--- config.mk ---
export PLATFORM = sky130hd
export DESIGN_NAME = vga_marker_tracker
export DESIGN_NICKNAME = d
export VERILOG_FILES = /design/src/rtl/vga_rx_pkg.sv /design/src/rtl/vga_rx_timing.sv /design/src/rtl/vga_marker_tracker.sv
export SDC_FILE = /design/constraint.sdc
export NUM_CORES = 1
export LEC_CHECK = 0
export ABC_AREA = 1
export BUFFER_PORTS_ARGS = -buffer_cell sky130_fd_sc_hd__buf_4
export CAP_MARGIN = 15
export CORE_UTILIZATION = 55
export DETAILED_ROUTE_END_ITERATION = 7
export GPL_ROUTABILITY_DRIVEN = 1
export PLACE_DENSITY = 0.73
export SYNTH_ARGS = -nofsm -noshare
export SYNTH_HDL_FRONTEND = slang
export SYNTH_SLANG_ARGS = --single-unit
--- constraint.sdc ---
create_clock -name clk -period 7.21 [get_ports clk]
set_input_delay 0 -clock clk [delete_from_list [all_inputs] [get_ports clk]]
set_output_delay 0 -clock clk [all_outputs]
set_load 0.02 [all_outputs]
--- src/rtl/vga_rx_pkg.sv ---
// Shared constants and types for the VGA receive-side marker tracker.
package vga_rx_pkg;

  // 1280x1024@60 timing, measured from the sync rising edges.
  localparam logic [11:0] H_START      = 12'd360;
  localparam logic [11:0] FRAME_WIDTH  = 12'd1280;
  localparam logic [11:0] H_END        = H_START + FRAME_WIDTH;
  localparam logic [10:0] V_START      = 11'd41;
  localparam logic [10:0] FRAME_HEIGHT = 11'd1024;
  localparam logic [10:0] V_END        = V_START + FRAME_HEIGHT;

  // Red-marker colour window.
  localparam logic [3:0] RED_MIN = 4'hC;
  localparam logic [3:0] GB_MAX  = 4'h3;

  // Per-frame pixel counter.
  localparam int            CNT_W      = 21;
  localparam logic [CNT_W-1:0] CNT_MAX    = '1;
  localparam logic [CNT_W-1:0] MIN_PIXELS = 21'd16;

  typedef enum logic {
    SYNC_WAIT,
    TRACK
  } state_t;

endpackage

--- src/rtl/vga_rx_timing.sv ---
// Input registers, sync edge detection and pixel coordinate recovery.
module vga_rx_timing
  import vga_rx_pkg::*;
(
  input  logic        clk,
  input  logic        reset,
  input  logic        hsync,
  input  logic        vsync,
  input  logic [3:0]  red_in,
  input  logic [3:0]  green_in,
  input  logic [3:0]  blue_in,
  output logic        active,
  output logic [11:0] x,
  output logic [11:0] y,
  output logic        frame_edge,
  output logic [3:0]  red,
  output logic [3:0]  green,
  output logic [3:0]  blue
);

  logic        hs_r, hs_d, vs_r, vs_d;
  logic        hs_rise, vs_rise;
  logic [11:0] h_cnt;
  logic [10:0] v_cnt;

  // Register every input once; keep a delayed sync copy for edge detection.
  // NOTE: sequential state uses non-blocking assignments so all registers
  // sample pre-edge values and simulation matches the synthesized flops.
  always_ff @(posedge clk) begin
    if (reset) begin
      hs_r  <= 1'b0;
      hs_d  <= 1'b0;
      vs_r  <= 1'b0;
      vs_d  <= 1'b0;
      red   <= '0;
      green <= '0;
      blue  <= '0;
    end else begin
      hs_r  <= hsync;
      hs_d  <= hs_r;
      vs_r  <= vsync;
      vs_d  <= vs_r;
      red   <= red_in;
      green <= green_in;
      blue  <= blue_in;
    end
  end

  assign hs_rise = hs_r & ~hs_d;
  assign vs_rise = vs_r & ~vs_d;

  // Horizontal and vertical position counters, both saturating.
  always_ff @(posedge clk) begin
    if (reset) begin
      h_cnt <= '0;
      v_cnt <= '0;
    end else begin
      if (hs_rise)
        h_cnt <= '0;
      else if (h_cnt != '1)
        h_cnt <= h_cnt + 12'd1;

      // Vsync takes priority so a coincident Hsync edge does not count a line.
      if (vs_rise)
        v_cnt <= '0;
      else if (hs_rise && (v_cnt != '1))
        v_cnt <= v_cnt + 11'd1;
    end
  end

  // Active-area window and zero-based pixel coordinates.
  always_comb begin
    active     = (h_cnt >= H_START) && (h_cnt < H_END) &&
                 (v_cnt >= V_START) && (v_cnt < V_END);
    x          = h_cnt - H_START;
    y          = {1'b0, v_cnt - V_START};
    frame_edge = vs_rise;
  end

endmodule

--- src/rtl/vga_marker_tracker.sv ---
// Red-marker bounding-box tracker: classifies active pixels and publishes
// the box centre once per frame.
module vga_marker_tracker
  import vga_rx_pkg::*;
(
  input  logic        clk,
  input  logic        reset,
  input  logic        Hsync,
  input  logic        Vsync,
  input  logic [3:0]  vgaRed,
  input  logic [3:0]  vgaGreen,
  input  logic [3:0]  vgaBlue,
  output logic [11:0] MarkerCoord_X,
  output logic [11:0] MarkerCoord_Y,
  output logic        marker_found,
  output logic        frame_done,
  output logic [20:0] pixel_count
);

  logic             active, frame_edge, match;
  logic [11:0]      x, y;
  logic [3:0]       red, green, blue;
  state_t           state, state_nxt;
  logic             publish, acc_en;
  logic [11:0]      min_x, max_x, min_y, max_y;
  logic [11:0]      min_x_n, max_x_n, min_y_n, max_y_n;
  logic [CNT_W-1:0] cnt, cnt_n;
  logic [12:0]      sum_x, sum_y;

  vga_rx_timing u_timing (
    .clk        (clk),
    .reset      (reset),
    .hsync      (Hsync),
    .vsync      (Vsync),
    .red_in     (vgaRed),
    .green_in   (vgaGreen),
    .blue_in    (vgaBlue),
    .active     (active),
    .x          (x),
    .y          (y),
    .frame_edge (frame_edge),
    .red        (red),
    .green      (green),
    .blue       (blue)
  );

  assign match = active && (red >= RED_MIN) && (green <= GB_MAX) && (blue <= GB_MAX);

  // State register.
  always_ff @(posedge clk) begin
    if (reset) state <= SYNC_WAIT;
    else       state <= state_nxt;
  end

  // Next state: the first Vsync edge after reset locks onto the stream.
  always_comb begin
    state_nxt = state;
    if ((state == SYNC_WAIT) && frame_edge)
      state_nxt = TRACK;
  end

  // FSM outputs: publish only on frame edges while tracking.
  always_comb begin
    publish = (state == TRACK) && frame_edge;
    acc_en  = (state == TRACK) && match;
  end

  // Accumulator next values; a match on the frame-end cycle is folded in here
  // so it belongs to the closing frame.
  always_comb begin
    // NOTE: every combinational output gets a default first, so no path
    // leaves it unassigned and no latch is inferred.
    min_x_n = min_x;
    max_x_n = max_x;
    min_y_n = min_y;
    max_y_n = max_y;
    cnt_n   = cnt;
    if (acc_en) begin
      if (x < min_x) min_x_n = x;
      if (x > max_x) max_x_n = x;
      if (y < min_y) min_y_n = y;
      if (y > max_y) max_y_n = y;
      if (cnt != CNT_MAX) cnt_n = cnt + 1'b1;
    end
    sum_x = {1'b0, min_x_n} + {1'b0, max_x_n};
    sum_y = {1'b0, min_y_n} + {1'b0, max_y_n};
  end

  // Per-frame accumulators, reinitialised on every frame edge.
  always_ff @(posedge clk) begin
    if (reset || frame_edge) begin
      min_x <= '1;
      min_y <= '1;
      max_x <= '0;
      max_y <= '0;
      cnt   <= '0;
    end else begin
      min_x <= min_x_n;
      min_y <= min_y_n;
      max_x <= max_x_n;
      max_y <= max_y_n;
      cnt   <= cnt_n;
    end
  end

  // Output registers updated at frame end; coordinates hold when no marker.
  always_ff @(posedge clk) begin
    if (reset) begin
      MarkerCoord_X <= '0;
      MarkerCoord_Y <= '0;
      marker_found  <= 1'b0;
      frame_done    <= 1'b0;
      pixel_count   <= '0;
    end else begin
      frame_done <= publish;
      if (publish) begin
        pixel_count <= cnt_n;
        if (cnt_n >= MIN_PIXELS) begin
          marker_found  <= 1'b1;
          MarkerCoord_X <= sum_x[12:1];
          MarkerCoord_Y <= sum_y[12:1];
        end else begin
          marker_found <= 1'b0;
        end
      end
    end
  end

endmodule

==> flow_summary.json <==
{
  "wl_mm": 23.0,
  "crit_type": "flip-flop to flip-flop",
  "fin_nets": 1604,
  "route.detailed.drc": 0,
  "clock_skew_ns": 0.00992,
  "clkLatencyLatePin_ns": 0.43,
  "drtIter0Drc": 509,
  "max_freq_mhz": 180,
  "intPower_mw": 1.37,
  "num_rows": 47,
  "synth-adder-area-share_pct": 10.2,
  "grt_start_max_net_pins": 61,
  "holdPathEnd": "marker_found",
  "maxSlewViolCount": 0,
  "worstSetupStartpointType": "flip-flop",
  "cts-root-buf": "clkbuf_16",
  "crit_path_end_kind": "flip-flop",
  "ys_seq_area_share_pct": 31.8,
  "cts_resized": 0,
  "p_leak_nw": 5.51,
  "yosysWarnings": 0,
  "synth_top_family_by_area": "simple AND/OR/NAND/NOR gates",
  "tns_ns": 0,
  "holdPathStages": 3,
  "seqPwrFrac_pct": 47.2,
  "clkTransAtPathRegs_ns": 0.06,
  "multiInputGateArea_um2": 5400,
  "maxCapViolations": 0,
  "wl_per_cell_um": 13.2,
  "path_max_fanout": 20,
  "period_minus_slack_ns": 5.56,
  "ys_async_sr_fraction_pct": 0,
  "area_growth_pct": 13.7,
  "rsz0062_at_grt": "false",
  "synthMuxAreaShare_pct": 0,
  "min_path_type": "input port to flip-flop",
  "die_area_um2": 17700,
  "rr_worst_depth": 29,
  "dr.pass1.iters": 6,
  "yosys.area_share.simple_pct": 31.2,
  "pin_count": 63,
  "grt_pass1_vias": 8383,
  "synth.largest_area_cell": "dfxtp_1",
  "yosys.area_share.xor_xnor_pct": 3.25,
  "worst_slew_pin_slew_ns": 0.987,
  "synth_cells": 1456,
  "yosysMostFrequentCell": "nand2_1",
  "yosysUniqueCellTypes": 38,
  "htree_levels": 4,
  "hp-start": "reset",
  "vias": 9035,
  "grt.total_usage_pct": 27.1,
  "cts_tree": "built",
  "synth_compound_area_share_pct": 12.4,
  "dp_hpwl_mm": 16.6,
  "crit_top_cell": "nand2_1",
  "synth_nets": 1548,
  "cts_hold_buf": 17,
  "synth.area.top_cells": "dfxtp_1, nand2_1, ha_1",
  "comb_power_share_pct": 4.7,
  "fp.dieW_um": 133,
  "die_h_um": 133,
  "instances_no_fill": 1745,
  "p_sw_share_pct": 23.3,
  "synth-main-ff-cell": "dfxtp_1",
  "finalHoldViolCount": 0,
  "critPathArrivalTime_ns": 5.88,
  "ir_drop_v": 0.000167,
  "regArea_um2": 3000,
  "clock-sinks": 150,
  "antennaDiodeCount": 0,
  "setup_violations": 0,
  "power_density_nw_per_um2": 167,
  "start_util_pct": 56.7,
  "antenna_found_initial": 0,
  "period_share_pct": 77.1,
  "coreArea_um2": 16600,
  "syn-cell-area_um2": 9440,
  "ff2ff_setup_slack_ns": 1.65,
  "place_congestion": 0.923,
  "p_sw_uw": 416,
  "cts_inserted_buffers": 17,
  "ys_ff_latch": 150,
  "cp_slowest_cell": "o21ai_0",
  "power_frac_clock_pct": 48.1,
  "crit_required_ns": 7.53,
  "slowest_delay_ns": 0.51,
  "nFillCells": 1564,
  "drive_gt1_share_pct": 8.00,
  "startpoint": "u_timing.v_cnt[0]",
  "avgViaCountPerCell": 5.18,
  "netlist_top_cells_count": "nand2_1, inv_1, dfxtp_1, nor2_1, a21oi_1",
  "max-slew-margin-rel_pct": 34.1,
  "postCtsSetupBuffers": 0,
  "grt_pass1_wl_mm": 38.8,
  "synth_area_per_cell_um2": 6.48,
  "synth_edf_count": 0,
  "synth_top_area_share_pct": 31.8,
  "globalRouteOverflowTotal": 0,
  "place_inst": 1696,
  "r2r-start": "u_timing.v_cnt[0]",
  "status": "completed",
  "ant_nets": 0,
  "clk_path_buf_depth": 2,
  "r2r_end": "MarkerCoord_Y[9]",
  "port_buffers": 56
}
registers in the layout (all words and copies together), names as in the netlist, 11 cells and up:
register	cells
MarkerCoord_X	12
MarkerCoord_Y	12
cnt	21
max_x	12
max_y	12
min_x	12
min_y	12
pixel_count	21
u_timing.h_cnt	12
u_timing.v_cnt	11
cell usage in the layout, fill, tap and decap left out, types with 19 or more instances in the layout:
cell,instances
ha_1,74
inv_1,218
buf_4,61
nor2_1,127
nor3_1,19
dfxtp_1,150
a21oi_1,109
nand3_1,74
o21ai_0,71
xor2_1,29
nand2_1,438
final cells by class:
type	instances	area share [%]
Multi-Input combinational cell	1038	50.3
Sequential cell	150	28.0
Inverter	227	7.94
Timing Repair Buffer	78	5.86
Clock buffer	21	4.39
Tap cell	220	2.57
Clock inverter	11	0.922
metal layers:
| metal | global-route usage (%) | wire, µm |
|---|---|---|
| met3 | 4.56 | 1010 |
| met1 | 35.8 | 10900 |
| met2 | 45.0 | 10600 |
| met5 | 0 | 0 |
| met4 | 8.11 | 461 |
per-stage QoR:
| stage | hold WS [ns] | cell area, µm² | worst slack, ns | total power [mW] | utilization [%] |
|---|---|---|---|---|---|
| detailed placement | 0.207 | 9990 | 1.83 | 0.938 | 60.0 |
| global route | 0.440 | 10700 | 1.20 | 1.84 | 64.4 |
| global placement | 0.202 | 9990 | 1.94 | 0.936 | 60.0 |
| floorplan | 0.107 | 9440 | 2.94 | 0.913 | - |
| finish | 0.415 | 10700 | 1.65 | 1.79 | 64.4 |
| CTS | 0.400 | 10700 | 1.71 | 1.80 | 64.4 |
cell families after synthesis:
logic type               after synthesis
AO/OA/AOI/OAI                        215
XOR/XNOR                              35
adder cells (fa/ha/maj)               76
buffers and inverters                268
flip-flops                           150
AND/OR/NAND/NOR                      712
worst max path at each step:
stage                        end
2_1_floorplan   MarkerCoord_Y[9]
3_3_place_gp    MarkerCoord_Y[9]
3_5_place_dp    MarkerCoord_Y[9]
4_1_cts         MarkerCoord_Y[9]
5_1_grt        MarkerCoord_Y[11]
6_report        MarkerCoord_Y[9]
worst max-delay path: cells and delay by family, from the launching register on:
kind / cells / cell delay, ns
simple gates: 14 / 1.55
compound gates: 6 / 1.55
fa+ha+maj: 3 / 0.99
buf+inv: 4 / 0.52
flops: 1 / 0.46
xor+xnor: 2 / 0.39
power groups by stage:
stage	clock network, mW	registers (mW)	logic (mW)
finish	0.860	0.844	0.0835
global route	0.907	0.844	0.0938
CTS	0.870	0.843	0.0832
detailed placement	0	0.862	0.0758
global placement	0	0.862	0.0744
floorplan	0	0.865	0.0479
(Power assumes the default switching activity.)
